**src/rtl/axi_riscv_res_table.sv**
```systemverilog
// LR/SC reservation table for an AXI RISC-V atomics adapter.
// Tracks up to NUM_SLOTS reservations (owner id + granule address + lifetime),
// answers store-conditional queries with a single buffered response, and drops
// reservations on matching SCs, snooped writes, or when their lifetime ends.
module axi_riscv_res_table #(
    parameter int NUM_SLOTS  = 4,
    parameter int ADDR_WIDTH = 64,
    parameter int ID_WIDTH   = 8,
    parameter int GRAN_LOG2  = 3,
    parameter int TIMEOUT    = 1024
) (
    input  logic                             clk_i,
    input  logic                             rst_i,
    // Load-reserved port
    input  logic                             lr_valid_i,
    output logic                             lr_ready_o,
    input  logic [ID_WIDTH-1:0]              lr_id_i,
    input  logic [ADDR_WIDTH-1:0]            lr_addr_i,
    // Store-conditional request port
    input  logic                             sc_valid_i,
    output logic                             sc_ready_o,
    input  logic [ID_WIDTH-1:0]              sc_id_i,
    input  logic [ADDR_WIDTH-1:0]            sc_addr_i,
    // Store-conditional response port
    output logic                             sc_rsp_valid_o,
    input  logic                             sc_rsp_ready_i,
    output logic                             sc_rsp_ok_o,
    // Write snoop port
    input  logic                             wr_valid_i,
    input  logic [ADDR_WIDTH-1:0]            wr_addr_i,
    // Status
    output logic [$clog2(NUM_SLOTS+1)-1:0]   occupancy_o
);

    localparam int GRAN_W = ADDR_WIDTH - GRAN_LOG2;
    localparam int CNT_W  = (TIMEOUT > 0) ? $clog2(TIMEOUT + 1) : 1;
    localparam int PTR_W  = (NUM_SLOTS > 1) ? $clog2(NUM_SLOTS) : 1;
    localparam int OCC_W  = $clog2(NUM_SLOTS + 1);

    // Entry state
    logic [NUM_SLOTS-1:0] entryValid_q, entryValid_d;
    logic [ID_WIDTH-1:0]  entryId_q   [NUM_SLOTS];
    logic [ID_WIDTH-1:0]  entryId_d   [NUM_SLOTS];
    logic [GRAN_W-1:0]    entryGran_q [NUM_SLOTS];
    logic [GRAN_W-1:0]    entryGran_d [NUM_SLOTS];
    logic [CNT_W-1:0]     entryCnt_q  [NUM_SLOTS];
    logic [CNT_W-1:0]     entryCnt_d  [NUM_SLOTS];
    logic [PTR_W-1:0]     rrPtr_q, rrPtr_d;

    // Response buffer
    logic                 rspValid_q;
    logic                 rspOk_q;

    // Request decode
    logic [GRAN_W-1:0]    lrGran, scGran, wrGran;
    logic                 lrAccept, scAccept;
    logic                 scHit;
    logic                 slotFound;
    logic [PTR_W-1:0]     slotIdx;
    logic [OCC_W-1:0]     occCount;

    assign lrGran = lr_addr_i[ADDR_WIDTH-1:GRAN_LOG2];
    assign scGran = sc_addr_i[ADDR_WIDTH-1:GRAN_LOG2];
    assign wrGran = wr_addr_i[ADDR_WIDTH-1:GRAN_LOG2];

    // Address bits below the granule never take part in a compare.
    if (GRAN_LOG2 > 0) begin : gLowBits
        logic unusedLowBits;
        assign unusedLowBits = ^{lr_addr_i[GRAN_LOG2-1:0],
                                 sc_addr_i[GRAN_LOG2-1:0],
                                 wr_addr_i[GRAN_LOG2-1:0]};
    end

    assign lr_ready_o     = ~rst_i;
    assign sc_ready_o     = ~rspValid_q | sc_rsp_ready_i;
    assign lrAccept       = lr_valid_i & lr_ready_o;
    assign scAccept       = sc_valid_i & sc_ready_o;
    assign sc_rsp_valid_o = rspValid_q;
    assign sc_rsp_ok_o    = rspOk_q;
    assign occupancy_o    = occCount;

    // SC succeeds only against the table as it stood at the start of the cycle.
    always_comb begin
        scHit = 1'b0;
        for (int i = 0; i < NUM_SLOTS; i++) begin
            if (entryValid_q[i] && (entryId_q[i] == sc_id_i) && (entryGran_q[i] == scGran)) begin
                scHit = 1'b1;
            end
        end
    end

    // Next entry state: age/expire, apply SC and write kills, then place the LR.
    always_comb begin
        entryValid_d = entryValid_q;
        for (int i = 0; i < NUM_SLOTS; i++) begin
            entryId_d[i]   = entryId_q[i];
            entryGran_d[i] = entryGran_q[i];
            entryCnt_d[i]  = entryCnt_q[i];
        end
        rrPtr_d   = rrPtr_q;
        slotFound = 1'b0;
        slotIdx   = '0;

        for (int i = 0; i < NUM_SLOTS; i++) begin
            if ((TIMEOUT > 0) && entryValid_q[i]) begin
                if (entryCnt_q[i] == CNT_W'(1)) begin
                    entryValid_d[i] = 1'b0;
                end
                entryCnt_d[i] = entryCnt_q[i] - CNT_W'(1);
            end
            if (scAccept && entryValid_q[i] && (entryId_q[i] == sc_id_i)) begin
                entryValid_d[i] = 1'b0;
            end
            if (wr_valid_i && (entryGran_q[i] == wrGran)) begin
                entryValid_d[i] = 1'b0;
            end
        end

        if (lrAccept) begin
            for (int i = 0; i < NUM_SLOTS; i++) begin
                if (!slotFound && entryValid_d[i] && (entryId_q[i] == lr_id_i)) begin
                    slotFound = 1'b1;
                    slotIdx   = PTR_W'(i);
                end
            end
            for (int i = 0; i < NUM_SLOTS; i++) begin
                if (!slotFound && !entryValid_d[i]) begin
                    slotFound = 1'b1;
                    slotIdx   = PTR_W'(i);
                end
            end
            if (!slotFound) begin
                slotIdx = rrPtr_q;
                rrPtr_d = (rrPtr_q == PTR_W'(NUM_SLOTS - 1)) ? '0 : rrPtr_q + PTR_W'(1);
            end
            entryValid_d[slotIdx] = 1'b1;
            entryId_d[slotIdx]    = lr_id_i;
            entryGran_d[slotIdx]  = lrGran;
            entryCnt_d[slotIdx]   = CNT_W'(TIMEOUT);
        end
    end

    // Count of live reservations, taken straight from the registered valid bits.
    always_comb begin
        occCount = '0;
        for (int i = 0; i < NUM_SLOTS; i++) begin
            occCount = occCount + OCC_W'(entryValid_q[i]);
        end
    end

    // Entry and round-robin pointer registers.
    always_ff @(posedge clk_i or posedge rst_i) begin
        if (rst_i) begin
            entryValid_q <= '0;
            rrPtr_q      <= '0;
            for (int i = 0; i < NUM_SLOTS; i++) begin
                entryId_q[i]   <= '0;
                entryGran_q[i] <= '0;
                entryCnt_q[i]  <= '0;
            end
        end else begin
            entryValid_q <= entryValid_d;
            rrPtr_q      <= rrPtr_d;
            for (int i = 0; i < NUM_SLOTS; i++) begin
                entryId_q[i]   <= entryId_d[i];
                entryGran_q[i] <= entryGran_d[i];
                entryCnt_q[i]  <= entryCnt_d[i];
            end
        end
    end

    // Single-entry SC response buffer; a new SC may replace it in the cycle it drains.
    always_ff @(posedge clk_i or posedge rst_i) begin
        if (rst_i) begin
            rspValid_q <= 1'b0;
            rspOk_q    <= 1'b0;
        end else if (scAccept) begin
            rspValid_q <= 1'b1;
            rspOk_q    <= scHit;
        end else if (sc_rsp_ready_i) begin
            rspValid_q <= 1'b0;
        end
    end

endmodule

```
**config.mk**
```make
export PLATFORM = sky130hd
export DESIGN_NAME = axi_riscv_res_table
export DESIGN_NICKNAME = d
export VERILOG_FILES = /design/src/rtl/axi_riscv_res_table.sv
export SDC_FILE = /design/constraint.sdc
export NUM_CORES = 1
export LEC_CHECK = 0
export CORE_MARGIN = 5
export CORE_UTILIZATION = 39
export CTS_CLUSTER_DIAMETER = 100
export DETAILED_ROUTE_END_ITERATION = 6
export GPL_TIMING_DRIVEN = 0
export PLACE_DENSITY = 0.69
export RECOVER_POWER = 25
export SKIP_LAST_GASP = 1
export SLEW_MARGIN = 10
export SYNTH_ARGS = -nofsm -noshare
export SYNTH_HDL_FRONTEND = slang
export SYNTH_SLANG_ARGS = --single-unit
```
**constraint.sdc**
```tcl
create_clock -name clk_i -period 12.3 [get_ports clk_i]
set_input_delay 1.23 -clock clk_i [delete_from_list [all_inputs] [get_ports clk_i]]
set_output_delay 1.23 -clock clk_i [all_outputs]
set_load 0.02 [all_outputs]
```
* Word-level counts from Yosys, hierarchy flattened *
Cells that the tools add are included.

word-level totals
  register bits = 328
  output and inout bits = 7

cells by class
  add/sub/neg operators = 8
  magnitude comparators = 4
  equality and inequality tests = 21
  muxes and demuxes = 64
  bitwise logic cells = 11
  reductions and logical operators = 46

operator list
  kind                                                                  count
  61-bit == test                                                        8
  244-bit bitwise mux                                                   1
  61-bit demux with 2-bit select                                        1
  8-bit == test                                                         8
  61-bit two-way mux                                                    1
  11-bit two-way mux                                                    5
  11-bit by 1-bit == test with 1-bit output, second input constant      4
  44-bit two-way mux                                                    1
  11-bit by 1-bit subtractor with 11-bit output, second input constant  4
  40-bit AND                                                            1
  1-bit two-way mux                                                     40
  40-bit inverter                                                       1
  1-bit logical AND                                                     33
  32-bit bitwise mux                                                    1
  11-bit demux with 2-bit select                                        1
  2-bit two-way mux                                                     9
  8-bit demux with 2-bit select                                         1
  1-bit zero test                                                       11
  8-bit two-way mux                                                     1
  4-bit OR                                                              2
  4-bit two-way mux                                                     1
  2-bit by 1-bit adder with 3-bit output                                1
  3-bit by 1-bit adder with 3-bit output                                1
  3-bit >= comparator, second input constant                            1
  other kinds (13)                                                      16

* Longest topological paths before layout *
Gate-level depths: netlist (run 1).

  depth in word-level cells = 51
  mapped depth = 13

* Worst setup path after synthesis (run 1) *
No wires, ideal clock.

  path kind = input-to-reg
  from = input port rst_i
  to = register entryGran_q[29] in the netlist's numbering
  arrival time = 10.813 ns
  data required time = 12.175 ns
  path slack = 1.362 ns
  stages = 5
  cell sequence = inv_1 nand2_1 a211oi_2 buf_2 mux2_2

on the way
  cells in the longest elaborated chain, start to end = 2

ends and longest elaborated chain
  element                        RTL line  source
  start, declared                13        input logic rst_i,
  1-bit inverter                 74        assign lr_ready_o = ~rst_i;
  1-bit AND                      76        assign lrAccept = lr_valid_i & lr_ready_o;
  end signal, assigned by index  166       entryGran_q[i] <= entryGran_d[i];
  end, declared                  44        logic [GRAN_W-1:0] entryGran_q [NUM_SLOTS];

Every way passes these cells.
A chain may end at the register's enable or synchronous reset.

==> summary.txt, run 1 <==
Final layout
  – Area grow syn2layout: 22.16%
  – Layout cells sized above 1: between 10% and 20%
  – N_diodes: 0
  – Non-filler cells in the finished layout: 2594
  – Final core occ: 47.88%
  – Post-route cell area: ~23000 um2
  – Nets: approximately 2100

Routing
  – Routed wire length: around 84 mm
  – Initial drt markers: 1560
  – DRC: 0
  – Antenna-violating nets left: 0
  – WL per Instance: 32.19 um
  – Via count: 14610
  – Vias per std cell: 5.633
  – DRT Pass-1 Iters: 7

Hold path
  – Worst Hold Class: flip-flop to flip-flop
  – Worst Hold Endpoint: entryCnt_q[43]
  – Hold path cells: 2
  – Worst hold start: entryCnt_q[43]

Pwr
  – Int Pwr: 3.596 mW
  – PwrDens: around 270 nW/um2
  – Sequential share of power: 36.8%
  – Leak: 9.513 nW
  – Max rail drop VDD: 0.0001007 V
  – Sw Ratio: approximately 43%
  – Net switching power: approximately 2.7 mW
  – Clk pwr share: 20.0%
  – Comb pwr share: 43.2%
  – Final Power: ~6.3 mW

Clocking
  – CTS Sinks: around 330
  – PostCTS Resize Cnt: 0
  – Clk Latency, worst-skew pair: 0.57 ns
  – CTS tree: built
  – Setup Buffers After CTS: 0
  – Clock transition at path regs: 0.06 ns
  – Hold_buf cts: 0
  – Clk buf depth: 3
  – Clock buffer count from CTS: 40
  – Clock Tree Root: clkbuf_16
  – H-tree depth: 2

STA
  – Worst Max-Slew Pin Slew: approximately 5.7 ns
  – RSZ-0062 raised after global routing: false
  – Final setup skew: 0.02880 ns
  – Fin. Hold Viols: 0
  – Slew headroom: -280.4%
  – Post-layout minimum cycle time: ~7.6 ns
  – Final worst slack: between 4 and 5 ns
  – Max-slew violations: approximately 140
  – Period utilization: 62.13%
  – Setup TNS: 0 ns
  – WHS: 0.5087 ns
  – Max Freq: 130.8 MHz
  – Setup violations, final: 0

Worst setup path
  – Setup crit start kind: primary input
  – R2r endpoint: entryGran_q[56]
  – RR Startpoint: entryGran_q[40]
  – Max incr delay on CP: 4.03 ns
  – CP max FO: 96
  – Worst EP required: 11.58 ns
  – Kind of critical path: primary input to async pin
  – R2R setup slack: 6.43 ns
  – CP arrival: 6.92 ns
  – Critical-path top delay cell: clkbuf_1
  – Cell depth of the worst flop-to-flop path: 10
  – Endpoint class of the critical path: async pin
  – Crit-path cells: dlygate4sd3_1 -> clkinvlp_2 -> clkbuf_1

Logic synthesis
  – Post-Syn Nets: between 1500 and 2000
  – Mapped Cells: 1660
  – Top cell type's share of synthesized area: approximately 43%
  – Adder-cell area share of the yosys netlist: less than 1%
  – Syn_area_per_cell: 11.51 um2
  – Post-synth EDFFs: 0
  – Register area share after synthesis: 42.96%
  – Synth area leaders: dfrtp_1 (43%), xor2_1 (14%), xnor2_1 (11%), mux2_2 (8.8%), mux2_1 (7.5%)
  – Unique masters post-synth: 52
  – Fraction of registers with async set/reset: 100.0%
  – Post-synthesis compound-gate area fraction: 2.515%
  – Post-synth top area cell: dfrtp_1
  – Yosys warnings: 0
  – Post-synthesis mux area share: 16.33%
  – Post-synthesis simple-gate area fraction: 9.751%
  – #FFs+latches synth: roughly 330
  – Combinational family with the most area after synthesis: XOR/XNOR gates
  – Synth Flop Type: dfrtp_1
  – XOR/XNOR Fraction of Synth Area: about a quarter
  – Synth Cell Area: 19110 um2

Die
  – DIE WIDTH: 231.3 um
  – Site Rows: 81
  – Initial core utilization: 39.19%
  – Die extent in y: 231.3 um
  – Die area: approximately 54000 um2
  – Core box area: 48750 um2
  – Boundary Pins: 221

Status
  – Failing checks: max-capacitance violations, max-slew violations
  – Run status: complete, but fails checks

Global route
  – Vias in the first global route: 15300
  – Global-route wire length before repair: 116.2 mm
  – Overall routing resource usage: 30.78%
  – Largest net degree at the start of global routing: approximately 100
  – Initial antenna violation count: 3
  – Global route overflow: 0

Place
  – I/O Buffers: 194
  – DP Area: 21970 um2
  – RD Place Congestion: ~1.1
  – Post-DP HPWL: 68.11 mm
  – Placed cells: 2521
  – Dpl ws: 5.122 ns

Flow run
  – # Max-Cap Violations: 2
flip-flops by register name, indices dropped and copies added (netlist names):
name / count
entryValid_q: 4
rrPtr_q: 2
entryId_q: 32
sc_rsp_ok_o: 1
entryCnt_q: 44
sc_rsp_valid_o: 1
entryGran_q: 244
worst max-delay path by stage:
stage,to,startpoint,cells after the start
after floorplan,entryGran_q[29],rst_i,5
after global placement,entryGran_q[57],rst_i,6
after detailed placement,entryGran_q[52],wr_addr_i[49],11
after CTS,entryGran_q[57],wr_addr_i[49],11
after global routing,entryGran_q[203],rst_i,3
final,entryGran_q[90],rst_i,3
per-layer routing:
layer | global-route usage, % | routed length [um]
met1 | 39.95 | 34400
met2 | 51.47 | 39620
met3 | 5.231 | 5429
met4 | 12.18 | 4019
met5 | 0 | 41
power by group through the flow:
| stage | combinational (mW) | clock [mW] | sequential [mW] |
|---|---|---|---|
| after floorplan | 1.67 | 0 | 2.10 |
| after global placement | 2.63 | 0 | 2.29 |
| after detailed placement | 2.66 | 0 | 2.32 |
| after CTS | 2.68 | 1.28 | 2.30 |
| after global routing | 2.83 | 1.32 | 2.37 |
| final | 2.72 | 1.26 | 2.31 |
final cells by class:
type / count / area, um2
multi-input combinational: 1235 / 10500
tap: 664 / 830.8
timing repair buffer: 197 / 2001
clock inverter: 10 / 132.6
clock buffer: 63 / 1269
sequential: 328 / 8208
inverter: 43 / 162.7
fill: 4523 / 25410
buffer: 54 / 237.7
logic make-up (layout without fill, tap and decap cells):
| family | Yosys count | count (layout) |
|---|---|---|
| compound gates | 60 | 60 |
| flops | 328 | 328 |
| simple gates | 329 | 329 |
| buf+inv | 97 | 367 |
| fa+ha+maj | 12 | 12 |
| xor+xnor | 557 | 557 |
| mux | 277 | 277 |
cells in the mapped netlist (2+ instances only):
library cell  number
clkbuf_1          26
ha_1              11
a21boi_0           5
or4_1              5
o22ai_1            3
dfrtp_1          328
and2_1            15
o221ai_1           8
a22o_1             4
nand2b_1           8
nor4_1           107
nor4b_1            2
mux2_2           150
a21o_1             3
or2_2              7
o211a_1            4
o21ai_0            5
buf_2             28
inv_1             43
a21oi_1            6
nand3_1            6
nand4b_1           3
nor3_1             9
nand4_1           74
a211oi_1           4
xor2_1           308
nand2_1           40
nor2_1            45
o2bb2ai_1          5
nand3b_1           2
xnor2_1          249
mux2_1           127
placed cells by master (no fill, tap or decap), types with 5 or more instances in the layout:
cell type	count
a21boi_0	5
nand2_1	40
xnor2_1	249
mux2_2	150
mux2_1	127
o221ai_1	8
clkbuf_1	33
o2bb2ai_1	5
clkbuf_8	16
xor2_1	308
nand2b_1	8
clkinv_2	5
dfrtp_1	328
or2_2	7
nand4_1	74
a21oi_1	6
nand3_1	6
nor4_1	107
nor2_1	45
buf_2	28
ha_1	11
or4_1	5
clkdlybuf4s50_1	192
inv_1	42
o21ai_0	5
and2_1	15
clkbuf_16	41
nor3_1	9
critical path: cells and delay by family:
kind	cells	cell delay (ns)
buffers and inverters	3	5.56
No activity file was read; power rests on OpenSTA's default activity.
==> run 2, diff against run 1 <==
clock period = 7.7 ns   (was 12.3 ns; I/O delays follow)
==> summary.txt, run 2 (synthesis results as in run 1) <==
Status
  – Run status: complete, but fails checks
  – Failing checks: max-capacitance violations, max-slew violations

Worst setup path
  – Endpoint class of the critical path: flip-flop
  – CP arrival: 6.52 ns (-0.40 ns)
  – Worst EP required: 8.14 ns (-3.44 ns)
  – Setup crit start kind: primary input
  – CP max FO: 10 (-90%)
  – Kind of critical path: primary input to flip-flop

Pwr
  – Leak: 9.509 nW (about the same)
  – Net switching power: 4.261 mW (+58%)
  – Sw Ratio: 42.66% (-0.17 points)
  – Sequential share of power: 37.3% (+0.5 points)
  – Int Pwr: 5.728 mW (+59%)
  – Comb pwr share: 42.8% (-0.4 points)
  – PwrDens: 427.4 nW/um2 (+59%)
  – Max rail drop VDD: 0.0001757 V (+74%)
  – Clk pwr share: 20.0% (about the same)

Final layout
  – Final core occ: 47.94% (+0.062 points)
  – Area occupied by multi-input gates: 10500 um2 (unchanged)
  – Area grow syn2layout: 22.32%
  – Most frequent cells in the layout: dfrtp_1 (328), xor2_1 (308), xnor2_1 (249)
  – Post-route cell area: 23370 um2 (+0.13%)
  – Fillers: 4505 (-0.40%)
  – Commonest non-fill, non-tap cell in the layout: dfrtp_1
  – Nets: 2131 (+0.28%)
  – Sequential cell area: 8208 um2 (unchanged)
  – Largest Register: entryGran_q
  – Largest registers: entryGran_q (244), entryCnt_q (44), entryId_q (32)
  – Largest register FFs: 244 (unchanged)
  – Layout cells sized above 1: 13.33% (+0.017 points)

Global route
  – Vias in the first global route: 15200 (-0.68%)
  – Global-route wire length before repair: 112.7 mm (-3.0%)
  – Initial antenna violation count: 4 (+1)
  – Global route overflow: 0 (unchanged)
  – Largest net degree at the start of global routing: 40 (-62%)
  – Overall routing resource usage: 29.69% (-1.1 points)

STA
  – Post-layout minimum cycle time: 6.079 ns
  – Final setup skew: 0.01875 ns (-0.01005 ns)
  – Max-slew violations: 180 (+32%)
  – Max Freq: roughly 160 MHz
  – Period utilization: about four fifths
  – Slew headroom: -47.10% (+230 points)
  – RSZ-0062 raised after global routing: false
  – Setup violations, final: 0 (unchanged)
  – Fin. Hold Viols: 0 (unchanged)
  – WHS: 0.5103 ns (+0.001678 ns)
  – Worst Max-Slew Pin Slew: 2.207 ns (-3.499 ns)

Hold path
  – Worst Hold Class: flip-flop to flip-flop

Routing
  – Antenna-violating nets left: 0 (unchanged)
  – DRT Pass-1 Iters: 6 (-1)
  – Routed wire length: 81.26 mm (-2.7%)
  – Vias per std cell: 5.632 (about the same)
  – Via count: 14670 (+0.40%)
  – DRC: 0 (unchanged)
  – Initial drt markers: 1231 (-21%)
  – WL per Instance: 31.20 um (-3.1%)

Clocking
  – Clk buf depth: 3 (unchanged)
  – Clock Tree Root: clkbuf_16
  – Clock transition at path regs: 0.06 ns (about the same)
  – Hold_buf cts: 0 (unchanged)
  – H-tree depth: 2 (unchanged)
  – Clock buffer count from CTS: 40 (unchanged)
  – Clk Latency, worst-skew pair: 0.57 ns (about the same)
  – CTS Sinks: 328 (unchanged)
  – PostCTS Resize Cnt: 0 (unchanged)
  – CTS tree: built
  – Setup Buffers After CTS: 0 (unchanged)

Place
  – DP Area: 22060 um2 (+0.43%)
  – Post-DP HPWL: 66.32 mm (-2.6%)
  – RD Place Congestion: 1.112 (+1.5%)
  – I/O Buffers: 194 (unchanged)

Die
  – Site Rows: 81 (unchanged)
  – Die extent in y: 231.3 um (unchanged)
  – DIE WIDTH: 231.3 um (unchanged)
  – Core box area: 48750 um2 (unchanged)
  – Initial core utilization: 39.19% (unchanged)
  – Boundary Pins: 221 (unchanged)
  – Die area: 53520 um2 (unchanged)

Flow run
  – # Max-Cap Violations: 5 (+3)
-- run 2: layout make-up --
cell class                      count  area share [%]
Multi-Input combinational cell   1235           44.92
Sequential cell                   328           35.12
Timing Repair Buffer              203           8.732
Clock buffer                       54           4.899
Tap cell                          664           3.555
Buffer                             54           1.017
Clock inverter                     18          0.9905
Inverter                           43          0.6960
Antenna cell                        6         0.06425
-- run 2: final timing paths --
kind / slack (ns) / cells past startpoint / from / to
max: 1.62 / 11 / wr_addr_i[43] / entryGran_q[2]
min: 0.51 / 2 / entryCnt_q[43] / entryCnt_q[43]
min reg2reg: 0.51 / 2 / entryCnt_q[43] / entryCnt_q[43]
max in group asynchronous: 3.18 / 4 / rst_i / entryGran_q[37]
max reg2reg: 1.95 / 10 / entryGran_q[40] / entryGran_q[2]
min in group asynchronous: 0.83 / 2 / rst_i / entryGran_q[163]
-- run 2: routing by layer --
layer	global-route usage (%)	vias up	part of all wire, %
li1	-	6294	-
met1	38.44	7492	41
met2	48.16	697	46
met3	5.733	184	7.6
met4	13.97	4	5.8
met5	0	-	0.042
-- run 2: critical path, cell delays in order --
cell	delay, ns
clkdlybuf4s50_1	0.56
xnor2_1	0.54
nand4_1	0.16
nor4_1	0.70
nand4_1	0.49
nand4_1	0.28
or4b_1	0.52
or3_1	0.48
a211oi_2	1.02
buf_2	0.59
mux2_1	0.38
-- run 2: power by group through the flow --
stage	Combinational, mW	Sequential [mW]	Clock, mW
2_1_floorplan	2.67	3.35	0
3_3_place_gp	4.10	3.67	0
3_5_place_dp	4.17	3.72	0
4_1_cts	4.21	3.70	2.02
5_1_grt	4.45	3.80	2.08
6_report	4.27	3.72	2.00
-- run 2: metrics by stage --
stage	power [mW]	setup TNS, ns	instances	worst slack [ns]
final	9.989	0	2605	1.621
after CTS	9.924	0	2599	1.839
after floorplan	6.017	0	1660	0.08792
after detailed placement	7.883	0	2527	1.262
after global placement	7.763	-995.65	2518	-3.588
after global routing	10.33	0	2600	1.331
